$ cat config.mk
export PLATFORM = sky130hd
export DESIGN_NAME = serdesphy_rx_aligner
export DESIGN_NICKNAME = d
export VERILOG_FILES = /design/src/rtl/serdesphy_pcs_pkg.sv /design/src/rtl/serdesphy_rx_symdec.sv /design/src/rtl/serdesphy_rx_aligner.sv
export SDC_FILE = /design/constraint.sdc
export NUM_CORES = 1
export LEC_CHECK = 0
export ABC_AREA = 1
export CAP_MARGIN = 15
export CORE_ASPECT_RATIO = 1.4
export CORE_MARGIN = 1
export CORE_UTILIZATION = 55
export DETAILED_ROUTE_END_ITERATION = 7
export PLACE_DENSITY = 0.8
export SYNTH_ARGS = -nofsm -noshare
export SYNTH_HDL_FRONTEND = slang
export SYNTH_SLANG_ARGS = --single-unit
$ cat constraint.sdc
create_clock -name clk_240m_rx -period 4.1 [get_ports clk_240m_rx]
set_clock_uncertainty 0.1 [all_clocks]
set_input_delay 1.025 -clock clk_240m_rx [delete_from_list [all_inputs] [get_ports clk_240m_rx]]
set_output_delay 1.025 -clock clk_240m_rx [all_outputs]
set_load 0.02 [all_outputs]
$ cat src/rtl/serdesphy_pcs_pkg.sv
// Constants and aligner state encoding shared by the PCS receive aligner and transmit framer.
package serdesphy_pcs_pkg;

  localparam int SYMBOL_W       = 5;
  localparam logic [4:0] SYNC_SYM = 5'b11000;
  localparam int SYNC_LOCK_CNT  = 4;
  localparam int BAD_UNLOCK_CNT = 4;

  typedef enum logic [1:0] {
    ALIGN_HUNT   = 2'd0,
    ALIGN_VERIFY = 2'd1,
    ALIGN_LOCKED = 2'd2
  } align_state_e;

endpackage

$ cat src/rtl/serdesphy_rx_symdec.sv
// Combinational classifier for one 5-bit line symbol: data, SYNC or invalid, plus the nibble.
module serdesphy_rx_symdec
  import serdesphy_pcs_pkg::*;
(
  input  logic [SYMBOL_W-1:0] sym,
  output logic                is_data,
  output logic                is_sync,
  output logic                is_invalid,
  output logic [3:0]          nibble
);

  always_comb begin
    is_data    = ~sym[SYMBOL_W-1];
    is_sync    = (sym == SYNC_SYM);
    is_invalid = sym[SYMBOL_W-1] & ~is_sync;
    nibble     = sym[3:0];
  end

endmodule

$ cat src/rtl/serdesphy_rx_aligner.sv
// Serial RX symbol aligner: hunts for SYNC, verifies lock, decodes nibbles and tracks bad symbols.
// Define SERDESPHY_RX_ERR_CNT_EN to build the saturating rx_err_cnt counter.
module serdesphy_rx_aligner
  import serdesphy_pcs_pkg::*;
(
  input  logic       clk_240m_rx,
  input  logic       rst_n_240m_rx,
  input  logic       rx_en,
  input  logic       rx_align_rst,
  input  logic       rx_serial_data,
  input  logic       rx_serial_valid,
  input  logic       rx_serial_error,
  output logic [3:0] rx_data,
  output logic       rx_valid,
  output logic       rx_aligned,
  output logic       rx_idle,
  output logic       rx_code_err,
  output logic [7:0] rx_err_cnt
);

  localparam logic [2:0] SYNC_LAST = 3'(SYNC_LOCK_CNT - 1);
  localparam logic [1:0] BAD_LAST  = 2'(BAD_UNLOCK_CNT - 1);
  localparam logic [2:0] BIT_LAST  = 3'(SYMBOL_W - 1);

  align_state_e state_q, state_d;
  logic [4:0] win_q, win_d;
  logic [2:0] bit_cnt_q, bit_cnt_d;
  logic [2:0] sync_cnt_q, sync_cnt_d;
  logic [1:0] bad_cnt_q, bad_cnt_d;
  logic       sym_err_q, sym_err_d;
  logic [3:0] data_q, data_d;
  logic       valid_q, valid_d;
  logic       aligned_q, aligned_d;
  logic       idle_q, idle_d;
  logic       code_err_q, code_err_d;

  logic [4:0] win_shift;
  logic       is_data, is_sync, is_invalid;
  logic [3:0] nibble;
  logic       sym_done;
  logic       sym_bad;

  assign win_shift = {win_q[3:0], rx_serial_data};
  assign sym_done  = (bit_cnt_q == BIT_LAST);
  // A symbol is bad if its code is invalid or any of its five bits was flagged.
  assign sym_bad   = is_invalid | sym_err_q | rx_serial_error;

  serdesphy_rx_symdec u_symdec (
    .sym        (win_shift),
    .is_data    (is_data),
    .is_sync    (is_sync),
    .is_invalid (is_invalid),
    .nibble     (nibble)
  );

  always_comb begin
    state_d    = state_q;
    win_d      = win_q;
    bit_cnt_d  = bit_cnt_q;
    sync_cnt_d = sync_cnt_q;
    bad_cnt_d  = bad_cnt_q;
    sym_err_d  = sym_err_q;
    data_d     = data_q;
    valid_d    = 1'b0;
    idle_d     = 1'b0;
    code_err_d = 1'b0;

    if (!rx_en || rx_align_rst) begin
      state_d    = ALIGN_HUNT;
      win_d      = '0;
      bit_cnt_d  = '0;
      sync_cnt_d = '0;
      bad_cnt_d  = '0;
      sym_err_d  = 1'b0;
    end else if (rx_serial_valid) begin
      win_d = win_shift;
      if (state_q == ALIGN_HUNT) begin
        if (win_shift == SYNC_SYM) begin
          state_d    = ALIGN_VERIFY;
          bit_cnt_d  = '0;
          sync_cnt_d = 3'd1;
          sym_err_d  = 1'b0;
        end
      end else if (!sym_done) begin
        bit_cnt_d = bit_cnt_q + 3'd1;
        sym_err_d = sym_err_q | rx_serial_error;
      end else begin
        bit_cnt_d = '0;
        sym_err_d = 1'b0;
        if (state_q == ALIGN_VERIFY) begin
          if (is_sync) begin
            sync_cnt_d = sync_cnt_q + 3'd1;
            if (sync_cnt_q == SYNC_LAST) state_d = ALIGN_LOCKED;
          end else begin
            state_d    = ALIGN_HUNT;
            sync_cnt_d = '0;
          end
        end else if (sym_bad) begin
          code_err_d = 1'b1;
          if (bad_cnt_q == BAD_LAST) begin
            state_d   = ALIGN_HUNT;
            bad_cnt_d = '0;
          end else begin
            bad_cnt_d = bad_cnt_q + 2'd1;
          end
        end else begin
          bad_cnt_d = '0;
          if (is_sync) begin
            idle_d = 1'b1;
          end else if (is_data) begin
            valid_d = 1'b1;
            data_d  = nibble;
          end
        end
      end
    end

    aligned_d = (state_d == ALIGN_LOCKED);
  end

  always_ff @(posedge clk_240m_rx or negedge rst_n_240m_rx) begin
    if (!rst_n_240m_rx) begin
      state_q    <= ALIGN_HUNT;
      win_q      <= '0;
      bit_cnt_q  <= '0;
      sync_cnt_q <= '0;
      bad_cnt_q  <= '0;
      sym_err_q  <= 1'b0;
      data_q     <= '0;
      valid_q    <= 1'b0;
      aligned_q  <= 1'b0;
      idle_q     <= 1'b0;
      code_err_q <= 1'b0;
    end else begin
      state_q    <= state_d;
      win_q      <= win_d;
      bit_cnt_q  <= bit_cnt_d;
      sync_cnt_q <= sync_cnt_d;
      bad_cnt_q  <= bad_cnt_d;
      sym_err_q  <= sym_err_d;
      data_q     <= data_d;
      valid_q    <= valid_d;
      aligned_q  <= aligned_d;
      idle_q     <= idle_d;
      code_err_q <= code_err_d;
    end
  end

  assign rx_data     = data_q;
  assign rx_valid    = valid_q;
  assign rx_aligned  = aligned_q;
  assign rx_idle     = idle_q;
  assign rx_code_err = code_err_q;

`ifdef SERDESPHY_RX_ERR_CNT_EN
  logic [7:0] err_cnt_q, err_cnt_d;

  // Survives align resets and unlocks; only disabling the receiver clears it.
  always_comb begin
    err_cnt_d = err_cnt_q;
    if (!rx_en) begin
      err_cnt_d = '0;
    end else if (code_err_d && (err_cnt_q != 8'hFF)) begin
      err_cnt_d = err_cnt_q + 8'd1;
    end
  end

  always_ff @(posedge clk_240m_rx or negedge rst_n_240m_rx) begin
    if (!rst_n_240m_rx) begin
      err_cnt_q <= '0;
    end else begin
      err_cnt_q <= err_cnt_d;
    end
  end

  assign rx_err_cnt = err_cnt_q;
`else
  assign rx_err_cnt = 8'h00;
`endif

endmodule
==> After elaboration in Yosys (flattened, before gate mapping) <==
Cells that the tools add are included.
{ "word_totals": {"in_bits": 7, "ff_bits": 23, "elab_cells": 101, "out_inout_bits": 16} }
{ "classes": {"n_bitwise": 10, "n_eq_ne": 9, "muxes": 57, "n_reduce_logical": 11, "addsub": 3} }
{ "ops": {"columns": ["cell", "n"], "rows": [
  ["2-to-1 mux 3 bit", 12],
  ["2-to-1 mux 2 bit", 17],
  ["2-to-1 mux 1 bit", 26],
  ["2-to-1 mux 4 bit", 2],
  ["AND reduction 4 bit", 2],
  ["AND reduction 8 bit", 1],
  ["adder 3 x 1 -> 3 bit, second input constant", 2],
  ["NOT 1 bit", 6],
  ["nonzero test 3 bit", 2],
  ["== test 5 bit, second input constant", 1],
  ["== test 2 bit, second input constant", 2],
  ["!= test 2 bit, second input constant", 2],
  ["nonzero test 2 bit", 2],
  ["== test 3 x 2 -> 1 bit, second input constant", 1],
  ["== test 3 bit, second input constant", 1],
  ["!= test 3 bit, second input constant", 1],
  ["bitwise OR 1 bit", 3],
  ["adder 2 x 1 -> 2 bit, second input constant", 1],
  ["== test 2 x 1 -> 1 bit, second input constant", 1],
  ["zero test 2 bit", 1],
  ["AND reduction 2 bit", 1],
  ["AND 1 bit", 1],
  ["zero test 1 bit", 1],
  ["logical OR 1 bit", 1]
]} }

==> Logic depth before layout (Yosys ltp) <==
Gate-level depths: netlist of run 1.
{ "depth": {"ltp_word": 12, "mapped_depth": 11, "depth_no_buf": 11} }

==> Hierarchy <==
From an unflattened synthesis of run 1, not the netlist that was laid out.
{ "hier_totals": {"cells_unflattened": 157, "area_unflattened_um2": 1306.3} }
{ "modules_own_cells": {"columns": ["module", "cells_each", "instances", "seq_area_each_um2", "area_per_inst_um2"], "rows": [
  ["serdesphy_rx_aligner", 146, 1, 575.6, 1243.7],
  ["serdesphy_rx_symdec", 11, 1, 0.0, 62.6]
]} }

==> Worst setup path after synthesis of run 1 <==
Ideal clock, no wire load.
{ "synth_timing": {"path_kind": "in2reg", "from": "input rx_en", "to": "register bit_cnt_q[2]", "setup_slack_ns": 2.167, "t_required_ns": 3.927, "setup_time_ns": 0.073, "path_stages": 10, "path_buffers": 0, "arrival_time_ns": 1.760, "path_cell_list": "inv_1 > nor2_4 > inv_4 > nor2_4 > nand2_2 > o21ai_4 > inv_4 > o21ai_2 > nand2_1 > a21oi_2"} }
{ "synth_between": {"elab_chain_len": 4, "elab_cells_between_ends": 6, "classes_between": "1 x eq/ne; 1 x mux; 4 x reduce/logical"} }
{ "synth_rtl": {"columns": ["element", "line_no", "source"], "rows": [
  ["start: declaration", "serdesphy_rx_aligner.sv:8", "input logic rx_en,"],
  ["zero test 1 bit (*)", "serdesphy_rx_aligner.sv:68", "if (!rx_en || rx_align_rst) begin"],
  ["logical OR 1 bit (*)", "serdesphy_rx_aligner.sv:68", null],
  ["!= test 3 bit (no line) / nonzero test 2 bit (equally long branches)", null, null],
  ["AND reduction 2 bit (no line)", null, null],
  ["end signal: assignment", "serdesphy_rx_aligner.sv:137", "bit_cnt_q <= bit_cnt_d;"],
  ["end: declaration", "serdesphy_rx_aligner.sv:27", "logic [2:0] bit_cnt_q, bit_cnt_d;"]
]} }
Mark *: on every way between the ends. The rest lies on a longest branch, timed or not.
A chain may end at the register's enable or synchronous reset.

==> Final worst setup path of run 1 <==
{ "layout_timing": {"from": "register data_q[3], in the netlist rx_data[3]", "to": "output rx_data[3]"} }
{ "layout_lines": {"columns": ["element", "line_no", "source"], "rows": [
  ["start: declaration", "serdesphy_rx_aligner.sv:31", "logic [3:0] data_q, data_d;"],
  ["start signal: assignment", "serdesphy_rx_aligner.sv:141", "data_q <= data_d;"],
  ["end: declaration", "serdesphy_rx_aligner.sv:13", "output logic [3:0] rx_data,"]
]} }
No word-level cell between the ends.

==> metrics.txt, run 1 <==
status=finished, final reports clean; Switching Power=105 µW; Total Routed Length=2200 µm; async set-reset flop share out of synthesis=100%; final setup TNS=0 ns; port bufs=14; Worst path top cell family by delay=buffers and inverters; final non-filler cell total=173; type of the most critical hold path=flip-flop to flip-flop; register area share after synthesis=45.9%; crit-path cells=clkdlybuf4s50_1; antenna diode count=0; Post-synth top cells=dfrtp_1 (23), nand2_1 (17), inv_1 (15); Iteration-0 DRC Markers=16; Synth Register Bits=23; Via Count=923; CTS Buffer Depth=2; Area Growth Syn to Fin=11.5%; Clock Power Share=26.8%; Die H=58.5 µm; Layout Utilization=64.9%; final hold vios=0; vias in the first global route=940; DR WL/cell=12.7 µm; global-route wire length before repair=3750 µm; slowest CP cell=clkdlybuf4s50_1; drt drc=0; Routed Antenna Nets=0; FP Rows=20; final worst setup slack=1.68 ns; post-placement cell count=169; Leak=0.651 nW; number of cells on the worst reg-to-reg path=9; Crit path largest cell delay=0.61 ns; maxcap violations=0; f_max=413 MHz; Post-DP HPWL=1710 µm; Fillers=183; RSZ-0062 raised after global routing=no; Internal=285 µW; CP Launch Type=flip-flop; Initial Util=58.3%; Slew Limit Fails=0; Worst EP arrival=1.29 ns; count leader, synth=dfrtp_1; GRT Total Usage=19.6%; worst hold stages=2; antenna violations before repair=0; DR pass1 iterations=4; pin count of the biggest net entering global routing=24; Tightest Pin Transition=0.977 ns; I/O Pins=23; number of synthesized flops with an enable pin=0; critical path class=flip-flop to primary output; Post-Syn Instances=136; GP Congestion=0.870; Post-Place Setup Slack=1.35 ns; Post-synth top flop=dfrtp_1; CP Capture Type=primary output; CP Data Required Time=2.97 ns; total gr overflow=0; Slew headroom=34.7%; Core Area=2150 µm²; Synth area leaders=dfrtp_1 (46%), nand2_1 (5.1%), ha_1 (5.0%); share of layout cells above drive strength 1=17.9%; Bufs and invs on worst path=1; Root Driver=clkbuf_4; pwr dens=279 nW/µm²; Yosys Warn Count=0; number of distinct library cells after synthesis=32; cts hold-fix bufs=0; Die ar.=2480 µm²; worst-path fanout max=2; fin crit share=59.0%; Comb pwr share=12.8%; final worst path period need=2.42 ns; # setup viols final=0; Reg clk slew, reported paths=0.12 ns; Sw Share=26.9%; Reg power frac=60.4%; CTS tree=yes; Final nets=164; VDD IR max=245 µV; CTS Sinks=23; area share of the largest cell type after synthesis=45.9%; Cell Area, Placed=1370 µm²; H-tree Lvls=1; final instance area=1400 µm²; Avg Inst Size Synth=9.22 µm²; mapped cell area=1250 µm²; # Post-CTS Setup Buffers=0; Critical Path Stages=1; die width=42.4 µm; PostCTS Resize Cnt=0; detailed-route vias per instance=5.34; post-synth top area cell=dfrtp_1; clock insertion delay at the later pin of the skew report=0.31 ns; CTS buffer count=3
## state kept, by name (all words and copies together) (netlist names)
signal and count:
bit_cnt_q 3, bad_cnt_q 2, rx_idle 1, rx_code_err 1
sym_err_q 1, state_q 2, win_q 4, rx_valid 1
rx_aligned 1, sync_cnt_q 3, rx_data 4
## power by group through the flow
stage | registers [mW] | clock network [mW] | logic, mW
final | 0.236 | 0.105 | 0.0498
after CTS | 0.236 | 0.107 | 0.0504
after global routing | 0.236 | 0.115 | 0.0563
after global placement | 0.240 | 0 | 0.0485
after detailed placement | 0.240 | 0 | 0.0504
after floorplan | 0.239 | 0 | 0.0404
## area by class of cell
type,count,area [µm²],area share (%)
Tap cell,22,27.5,1.97
Timing Repair Buffer,14,140,10.0
Multi-Input combinational cell,88,541,38.7
Sequential cell,23,576,41.2
Clock buffer,4,26.3,1.88
Inverter,22,87.6,6.27
## through the flow
stage	hold slack [ns]	total power, mW
after CTS	0.408	0.393
final	0.400	0.390
after floorplan	0.365	0.280
after detailed placement	0.378	0.291
after global routing	0.421	0.408
after global placement	0.376	0.289
## logic make-up (layout without fill, tap and decap cells)
logic type               after synthesis  after routing  share of synthesized area (%)
AND/OR/NAND/NOR                       44             44                           19.9
buffers and inverters                 32             40                           13.1
AO/OA/AOI/OAI                         31             31                           15.9
flip-flops                            23             23                           45.9
adder cells (fa/ha/maj)                5              5                           4.99
other                                  1              8                          0.299
## worst paths after layout
check,start,end,slack (ns)
max in group asynchronous,rst_n_240m_rx,rx_valid,2.18
worst min register to register,rx_data[0],rx_data[0],0.40
worst max register to register,bit_cnt_q[0],rx_data[1],2.41
worst min-delay path,rx_data[0],rx_data[0],0.40
worst max-delay path,rx_data[3],rx_data[3],1.68
min in group asynchronous,rst_n_240m_rx,bit_cnt_q[2],1.14
## layout by cell type, fill, tap and decap left out, drive strengths merged
cell type | netlist | final
a21boi | 1 | 1
a21oi | 11 | 11
a31oi | 1 | 1
a32o | 1 | 1
clkbuf | 0 | 4
clkdlybuf4s50 | 0 | 14
conb | 1 | 8
dfrtp | 23 | 23
ha | 5 | 5
inv | 22 | 22
nand2 | 20 | 20
nand3 | 5 | 5
nand4 | 4 | 4
nor2 | 12 | 12
nor3 | 2 | 2
nor4 | 1 | 1
o211ai | 1 | 1
o21a | 1 | 1
o21ai | 14 | 14
o31ai | 1 | 1
## per-layer routing
| metal | wire [µm] | track usage (%) | part of all wire (%) | vias up |
|---|---|---|---|---|
| met4 | 31 | 8.48 | 1.4 | 0 |
| met3 | 70 | 3.07 | 3.2 | 4 |
| met1 | 869 | 20.0 | 39 | 446 |
| met2 | 1230 | 38.5 | 56 | 15 |
| li1 | - | - | - | 458 |
| met5 | 0 | 0 | 0 | - |
Note: power is estimated with default switching activity, not from simulation.
==> run 2: changes to the inputs <==
CORE_UTILIZATION = 51   (was 55)
PLACE_DENSITY = 0.75   (was 0.8)
clock period = 2.51 ns   (was 4.1 ns; I/O delays follow)
==> run 2 against run 1 <==
Net effect:
- first-iteration DRC count rose by 13%
- flip-flop and latch count did not move
- non-clock buffer count rose by 3
- via count rose by 0.11%
- clock power rose by 58%
- combinational power rose by 72%
- critical path depth did not move
- largest power group unchanged
==> metrics.txt, run 2 (synthesis gave the netlist of run 1 again) <==
status=finished, final reports clean; Crit path largest cell delay=0.61 ns; CTS Buffer Depth=2; final instance area=1420 µm²; # setup viols final=0; H-tree Lvls=1; Die ar.=2660 µm²; total gr overflow=0; global-route wire length before repair=3860 µm; RSZ-0062 raised after global routing=no; port bufs=14; worst hold stages=1; Hold Path Sink=sym_err_q; GRT Total Usage=20.0%; Slew Limit Fails=0; gr busiest metal=met2; f_max=492 MHz; cts hold-fix bufs=0; DR pass1 iterations=6; CTS tree=yes; CP Data Required Time=1.78 ns; type of the most critical hold path=flip-flop to flip-flop; antenna diode count=0; clock insertion delay at the later pin of the skew report=0.31 ns; CP Launch Type=flip-flop; slowest CP cell=clkdlybuf4s50_1; post-placement cell count=172; Power, Total=637 µW; vias in the first global route=926; commonest non-fill, non-tap cells in the layout=dfrtp_1 (23), nand2_1 (17), inv_1 (15); Total Routed Length=2280 µm; pin count of the biggest net entering global routing=24; VDD IR max=273 µV; antenna violations before repair=0; Layout Utilization=63.1%; FP Rows=20; final hold vios=0; GP Congestion=0.857; maxcap violations=0; Iteration-0 DRC Markers=18; Bufs and invs on worst path=1; final setup TNS=0 ns; FF-to-FF End=rx_data[0]; worst-path fanout max=2; met1 Track Usage GR=22.5%; final worst setup slack=0.479 ns; final hold slack=0.403 ns; CTS buffer count=3; number of cells on the worst reg-to-reg path=9; crit-path cells=clkdlybuf4s50_1; I/O Pins=23; Fillers=199; detailed-route vias per instance=5.25; most common cell after layout, fill and taps aside=dfrtp_1; met3 Usage GRT=4.76%; final non-filler cell total=176; Post-DP HPWL=1770 µm; critical path class=flip-flop to primary output; share of layout cells above drive strength 1=19.5%; Via Count=924; DR WL/cell=13.0 µm; Core Area=2250 µm²; Worst path top cell family by delay=buffers and inverters; PostCTS Resize Cnt=0; Initial Util=55.7%; Post-Place Setup Slack=0.402 ns; Root Driver=clkbuf_4; CTS Sinks=23; Leak=0.666 nW; Die H=60.7 µm; CP Capture Type=primary output; Worst EP arrival=1.30 ns; # Post-CTS Setup Buffers=0; die width=43.9 µm; Reg2Reg Setup Slack=0.85 ns; grt met2 use=34.3%; Cell Area, Placed=1390 µm²; pwr dens=448 nW/µm²; final worst path period need=2.03 ns; Reg clk slew, reported paths=0.12 ns; Final nets=167; worst hold path startpoint=sym_err_q; Area Growth Syn to Fin=13.3%; FF-to-FF Start=bit_cnt_q[0]; drt drc=0; Routed Antenna Nets=0; fin crit share=80.9%
-- run 2: power breakdown --
group	switching, mW	leakage (nW)	internal (mW)	total [mW]
registers	0.00644	0.316	0.378	0.385
logic	0.0574	0.334	0.0285	0.0859
clock network	0.104	0.0150	0.0622	0.166
-- run 2: per-layer routing --
metal	routed length [µm]	up-vias	part of all wire, %
met4	72	0	3.2
met1	967	445	42
met3	58	6	2.5
li1	-	463	-
met5	0	-	0
met2	1180	10	52
-- run 2: worst max path at each step --
stage,from,to,slack [ns],cells past startpoint
global route,rx_data[2],rx_data[2],0.44,1
floorplan,rx_en,bit_cnt_q[2],0.97,10
CTS,rx_data[2],rx_data[2],0.47,1
detailed placement,rx_en,bit_cnt_q[2],0.40,11
global placement,rx_en,bit_cnt_q[2],0.42,11
finish,rx_data[3],rx_data[3],0.48,1
-- run 2: cell type report --
cell class | instances | area, µm² | area share, %
Sequential cell | 23 | 576 | 40.5
Multi-Input combinational cell | 88 | 541 | 38.1
Timing Repair Buffer | 17 | 163 | 11.5
Inverter | 22 | 87.6 | 6.17
Tap cell | 22 | 27.5 | 1.94
Clock buffer | 4 | 26.3 | 1.85
